### src/rtl/llpm_select_rr_locked.sv
// Round-robin N:1 message select; the grant is held until the owner's tail beat transfers.
// Latency: one IDLE arbitration cycle before each message, then x->a is combinational.
// Backpressure: a_bp passes straight to the owner's x_bp; all other inputs see x_bp=1.
module llpm_select_rr_locked #(
    parameter int Width          = 8,
    parameter int NumInputs      = 4,
    parameter int CLog2NumInputs = 2,
    parameter int MaxBeats       = 16,
    parameter int CLog2MaxBeats  = 4
) (
    input  logic                      clk,
    input  logic                      reset,
    input  logic [Width-1:0]          x [NumInputs],
    input  logic [NumInputs-1:0]      x_last,
    input  logic [NumInputs-1:0]      x_valid,
    output logic [NumInputs-1:0]      x_bp,
    output logic [Width-1:0]          a,
    output logic                      a_last,
    output logic                      a_valid,
    input  logic                      a_bp,
    output logic [CLog2NumInputs-1:0] grant,
    output logic                      locked,
    output logic                      overrun
);

    typedef enum logic {
        ST_IDLE,
        ST_LOCKED
    } state_t;

    state_t                      state_q, state_d;
    logic [CLog2NumInputs-1:0]   ptr_q, ptr_d;
    logic [CLog2NumInputs-1:0]   grant_q, grant_d;
    logic [CLog2MaxBeats-1:0]    beats_q, beats_d;
    logic                        overrun_q, overrun_d;

    logic [CLog2NumInputs-1:0]   winner;
    logic                        found;
    logic [CLog2NumInputs-1:0]   cand;
    logic                        xfer;

    // Scan starts just after the last owner, so the last owner is considered last.
    always_comb begin
        winner = '0;
        found  = 1'b0;
        cand   = '0;
        for (int k = 1; k <= NumInputs; k++) begin
            cand = CLog2NumInputs'((int'(ptr_q) + k) % NumInputs);
            if (!found && x_valid[cand]) begin
                found  = 1'b1;
                winner = cand;
            end
        end
    end

    always_comb begin
        a       = '0;
        a_last  = 1'b0;
        a_valid = 1'b0;
        x_bp    = '1;
        if (state_q == ST_LOCKED) begin
            a              = x[grant_q];
            a_last         = x_last[grant_q];
            a_valid        = x_valid[grant_q];
            x_bp[grant_q]  = a_bp;
        end
    end

    assign xfer = (state_q == ST_LOCKED) && x_valid[grant_q] && !a_bp;

    always_comb begin
        state_d   = state_q;
        ptr_d     = ptr_q;
        grant_d   = grant_q;
        beats_d   = beats_q;
        overrun_d = overrun_q;
        case (state_q)
            ST_IDLE: begin
                if (found) begin
                    grant_d = winner;
                    beats_d = '0;
                    state_d = ST_LOCKED;
                end
            end
            ST_LOCKED: begin
                if (xfer) begin
                    if (beats_q != {CLog2MaxBeats{1'b1}}) begin
                        beats_d = beats_q + CLog2MaxBeats'(1);
                    end
                    if (x_last[grant_q]) begin
                        ptr_d   = grant_q;
                        state_d = ST_IDLE;
                    end else if ((int'(beats_q) + 1) == MaxBeats) begin
                        // Forced release: the rest of the message competes again later.
                        overrun_d = 1'b1;
                        ptr_d     = grant_q;
                        state_d   = ST_IDLE;
                    end
                end
            end
            default: state_d = ST_IDLE;
        endcase
    end

    always_ff @(posedge clk or posedge reset) begin
        if (reset) begin
            state_q   <= ST_IDLE;
            ptr_q     <= CLog2NumInputs'(NumInputs - 1);
            grant_q   <= '0;
            beats_q   <= '0;
            overrun_q <= 1'b0;
        end else begin
            state_q   <= state_d;
            ptr_q     <= ptr_d;
            grant_q   <= grant_d;
            beats_q   <= beats_d;
            overrun_q <= overrun_d;
        end
    end

    assign grant   = grant_q;
    assign locked  = (state_q == ST_LOCKED);
    assign overrun = overrun_q;

endmodule

### config.mk
export PLATFORM = sky130hd
export DESIGN_NAME = llpm_select_rr_locked
export DESIGN_NICKNAME = d
export VERILOG_FILES = /design/src/rtl/llpm_select_rr_locked.sv
export SDC_FILE = /design/constraint.sdc
export NUM_CORES = 1
export LEC_CHECK = 0
export ABC_AREA = 1
export ABC_CLOCK_PERIOD_IN_PS = 1740
export CORE_ASPECT_RATIO = 0.7
export CORE_MARGIN = 10
export CORE_UTILIZATION = 38
export DETAILED_ROUTE_END_ITERATION = 6
export MAX_ROUTING_LAYER = met4
export PLACE_DENSITY = 0.78
export SYNTH_ARGS = -nofsm -noshare
export SYNTH_HDL_FRONTEND = slang
export SYNTH_SLANG_ARGS = --single-unit
### constraint.sdc
create_clock -name clk -period 1.74 [get_ports clk]
set_input_delay 0.522 -clock clk [delete_from_list [all_inputs] [get_ports clk]]
set_output_delay 0.522 -clock clk [all_outputs]
set_load 0.05 [all_outputs]
==> results of run 1 <==
[cell usage after synthesis (2+ instances only)]
cell and instances:
a22oi_1 8, a31oi_1 8, buf_4 3, dfrtp_1 8, dfstp_2 2, inv_1 15
inv_2 3, nand2_1 89, nand2_2 2, nand3_1 13, nand4_1 4, nor2_1 10
nor2_2 2, o21ai_0 2, o21ai_1 3
[cells by family after synthesis]
kind of cell,after synthesis,share of synthesized area [%]
flip-flops,10,24.4
AO/OA/AOI/OAI,23,14.3
adder cells (fa/ha/maj),1,1.21
AND/OR/NAND/NOR,122,49.6
buffers and inverters,25,10.5
[through the flow]
stage                     area, sq um  std cells
after floorplan                  1210        181
after detailed placement         2130        289
after global placement           2130        289
after CTS                        2430        306
[timing repair]
item / 4_1_cts
pin swaps: 17
gates resized for setup: 45
setup buffers: 14
endpoints found under the setup margin: 23
==> summary.txt, run 1 <==
Logic synthesis
  – FF+latch count, synth: 10
  – Top FF cell, synth: dfrtp_1
  – Seq/Total Area, Yosys: ~24%
  – Syn Area/Cell: 5.72 sq um
  – Synth unique cells: 24
  – Warnings from Yosys: 0
  – Synth area leader: nand2_1
  – Post-synth top area share: 32.2%
  – Most area-consuming cells after synthesis: nand2_1 (32%), dfrtp_1 (19%), nand3_1 (6.3%)
  – EDFF count, synth: 0
  – Cell Area, Synth: 1040 sq um
  – Asr flop ratio synth: 100%
  – Mapped Nets: 225
  – Syn Inst Count: 181

Clocking
  – TritonCTS Buffers: 3
  – Clock Sink Count: 10
  – Root buffer cell: clkbuf_8
  – Clock Path Buffers: 2
  – # H-tree levels: 1
  – CTS Hold Bufs: 0

Place
  – GP Congestion: between 0.9 and 1
  – DP HPWL: 4250 um
  – Pre-CTS setup slack: -0.477 ns
  – PortBufs: 60

Status
  – Error: [ERROR DPL-0038] Utilization greater than 100%, impossible to legalize
  – Outcome: stopped before the end
  – Stopped at: global routing

Floorplanning
  – Starting density of the core: 40.9%
  – IO Pins: 61
  – Die Span X: approximately 80 um
  – # rows: 15
  – DIE HEIGHT: about 64 um

Timing
  – Post-GRT worst EP: a[0]
  – Worst endpoint type: primary output

Global route
  – Largest net degree at the start of global routing: 15
==> run 2, diff against run 1 <==
--- a/config.mk
+++ b/config.mk
@@ -7,12 +7,10 @@
 export LEC_CHECK = 0
 export ABC_AREA = 1
 export ABC_CLOCK_PERIOD_IN_PS = 1740
-export CORE_ASPECT_RATIO = 0.7
-export CORE_MARGIN = 10
-export CORE_UTILIZATION = 38
+export CORE_AREA = 10 10 71 73
 export DETAILED_ROUTE_END_ITERATION = 6
-export MAX_ROUTING_LAYER = met4
-export PLACE_DENSITY = 0.78
+export DIE_AREA = 0 0 81 83
+export PLACE_DENSITY_LB_ADDON = 0.15
 export SYNTH_ARGS = -nofsm -noshare
 export SYNTH_HDL_FRONTEND = slang
 export SYNTH_SLANG_ARGS = --single-unit
==> run 2 against run 1 <==
  * The flow now finishes, with violations (setup timing)
  * Synthesized cell count is the same
  * Synthesized area is the same
==> summary.txt, run 2 <==
Logic synthesis
  – EDFF count, synth: 0
  – Asr flop ratio synth: 100%
  – Warnings from Yosys: 0
  – FF+latch count, synth: 10
  – Seq/Total Area, Yosys: between 20% and 30%
  – Syn Area/Cell: 5.72 sq um
  – Count leader, synth: nand2_1
  – Most area-consuming cells after synthesis: nand2_1 (32%), dfrtp_1 (19%), nand3_1 (6.3%)
  – Cell Area, Synth: 1040 sq um
  – Synth unique cells: 24
  – Synth area leader: nand2_1
  – Top FF cell, synth: dfrtp_1
  – Mapped Nets: 225
  – Synth top cells by count: nand2_1 (89), inv_1 (15), nand3_1 (13)
  – Post-synth top area share: 32.2%
  – Syn Inst Count: 181

Timing
  – RSZ-0062 raised after global routing: yes
  – Worst-margin pin slew: 0.366 ns
  – Endpoints failing setup: 22
  – Rel. slew slack: 75.6%
  – Final Hold Vio Count: 0
  – Fin crit share: 123%
  – Setup_tns: -5.33 ns
  – Fmax: 0.469 GHz
  – Final worst setup slack: -0.393 ns
  – Clk_skew: 0.00363 ns
  – Crit path time final: 2.13 ns
  – Max-slew violation count: 0

Finish
  – Fillcell total: between 200 and 300
  – Final #Nets: around 320
  – Most flop-heavy register: beats_q
  – Most frequent cells in the layout: nand2_1 (68), clkdlybuf4s50_1 (37), buf_12 (20)
  – ANT cells: 0
  – Area of the multi-input gates: between 1000 and 1500 sq um
  – Max reg flops: 4
  – Sequential cell area: 262 sq um
  – Share of layout cells above drive strength 1: 43.0%
  – Commonest non-fill, non-tap cell in the layout: nand2_1
  – Synthesis-to-layout area growth: 146%
  – Finished Cell Area: 2550 sq um
  – Finished Layout Cells: 320

Route
  – DRT Wirelength: ~5000 um
  – Initial DRC Count: 37
  – Vias/cell: 4.70
  – Antenna-violating nets left: 0
  – Residual DRC count: 0
  – DR WL/cell: 15.2 um
  – First-pass DRT Iterations: 4
  – Via count: about 1500

Clocking
  – Clock Sink Count: 10
  – TritonCTS Buffers: 3
  – Root buffer cell: clkbuf_8
  – Clock Latency Late Sink: 0.23 ns
  – CTS tree: done
  – # H-tree levels: 1
  – Clock Path Buffers: 2
  – Clk pin slew, worst setup/hold paths: roughly 0.050 ns

Pwr
  – Part of the power in the clock network: 5.6%
  – Static Leak: 1.21 nW
  – Tot Pwr: 5.04 mW
  – Cell-internal power: 2.51 mW
  – Power per standard cell area: 1980 nW/um^2
  – Gate power share: 84.3%
  – Switching Share: 50.3%
  – Max VDD drop: 1.44 mV
  – NetSw: 2.53 mW
  – Flop pwr share: 10.1%

Global route
  – First-pass GRT wire length: 7620 um
  – Overflow left after global routing: 0
  – Vias in the first global route: approximately 1400
  – Gr usage total: 14.0%
  – Largest net degree at the start of global routing: 12
  – Initial antenna violation count: 0

Floorplanning
  – Die Span X: 81 um
  – # rows: 22
  – Starting density of the core: 28.5%
  – Die area: 6720 sq um
  – IO Pins: 61
  – CORE AREA: roughly 3600 sq um
  – DIE HEIGHT: 83 um

Min path
  – Min-delay worst type: flip-flop to flip-flop

Critical path
  – CP peak stage delay: 0.56 ns
  – CP max FO: 7
  – Kind of critical path: flip-flop to output port
  – CP max stage cell: dfrtp_4
  – Arr. time, crit path: 1.61 ns
  – CP Data Required Time: 1.22 ns
  – CP top delay family: flip-flops
  – CP startpoint kind: flip-flop
  – WP buf/inv: 2
  – Cell Chain, Critical Path: buf_6 > nor2_4 > a22oi_1 > a31oi_4 > buf_12
  – CP Capture Type: output port

Place
  – PortBufs: 60
  – Placed Area: approximately 2200 sq um
  – Post-Place Cells: 302
  – DP HPWL: 3530 um
  – GP Congestion: between 0.8 and 0.9

Status
  – Failing checks: setup timing
  – Outcome: finished with violations

Job
  – Max Cap Viol: 0
[run 2: timing repair]
action / CTS / global route
endpoints found under the setup margin: 22 / 24
gates cloned: 3 / 0
buffers inserted: 7 / 5
pin swaps: 15 / 13
gates resized for setup: 43 / 20
hold buffers: 0 / 0
[run 2: worst register-to-register path: cells and delay by family (launching register included)]
kind                   cells  cell delay [ns]
AND/OR/NAND/NOR            9             0.98
flip-flops                 1             0.54
buffers and inverters      2             0.28
[run 2: cell type report]
class	count	share of cell area [%]
Clock buffer	4	2.16
Timing Repair Buffer	89	41.8
Inverter	20	3.33
Multi-Input combinational cell	149	40.1
Sequential cell	10	10.3
Tap cell	48	2.35
[run 2: final timing paths]
check	startpoint	slack, ns	end	depth (start not counted)
hold / removal	overrun	0.52	overrun	1
min in group asynchronous	reset	0.56	grant[1]	2
setup / recovery	grant[1]	-0.39	a[5]	5
setup reg to reg	grant[0]	-0.11	beats_q[3]	11
hold reg to reg	overrun	0.52	overrun	1
max in group asynchronous	reset	0.88	ptr_q[1]	2
[run 2: through the flow]
stage          worst slack (ns)  hold WS [ns]  util [%]
6_report                 -0.393         0.523      70.2
5_1_grt                  -0.450         0.541      70.2
4_1_cts                  -0.376         0.527      66.9
3_5_place_dp             -0.360         0.510      59.3
3_3_place_gp             -0.326         0.511      59.3
2_1_floorplan            -0.114         0.361         -
[run 2: cells by family after synthesis]
family | after synthesis | synth area share [%]
fa+ha+maj | 1 | 1.21
buf+inv | 25 | 10.5
compound gates | 23 | 14.3
flops | 10 | 24.4
simple gates | 122 | 49.6
[run 2: per-layer routing]
layer,vias to the layer above,track usage [%],share of wire (%)
li1,770,-,-
met1,698,17.8,42
met2,33,23.4,52
met3,2,3.99,6.1
met4,0,0.939,0.25
met5,-,0,0
[run 2: power by group through the flow]
stage / combinational (mW) / sequential [mW] / clock (mW)
3_3_place_gp: 3.56 / 0.478 / 0
4_1_cts: 3.97 / 0.522 / 0.290
2_1_floorplan: 1.99 / 0.533 / 0
6_report: 4.25 / 0.511 / 0.282
3_5_place_dp: 3.59 / 0.477 / 0
5_1_grt: 4.49 / 0.529 / 0.302
No activity file was read; power rests on OpenSTA's default activity.
==> run 3, diff against run 2 <==
--- a/config.mk
+++ b/config.mk
@@ -7,6 +7,7 @@
 export LEC_CHECK = 0
 export ABC_AREA = 1
 export ABC_CLOCK_PERIOD_IN_PS = 1740
+export CAP_MARGIN = 20
 export CORE_AREA = 10 10 71 73
 export DETAILED_ROUTE_END_ITERATION = 6
 export DIE_AREA = 0 0 81 83
==> results of run 3 <==
No change in the layout: final DEF, timing and power equal those of run 2.
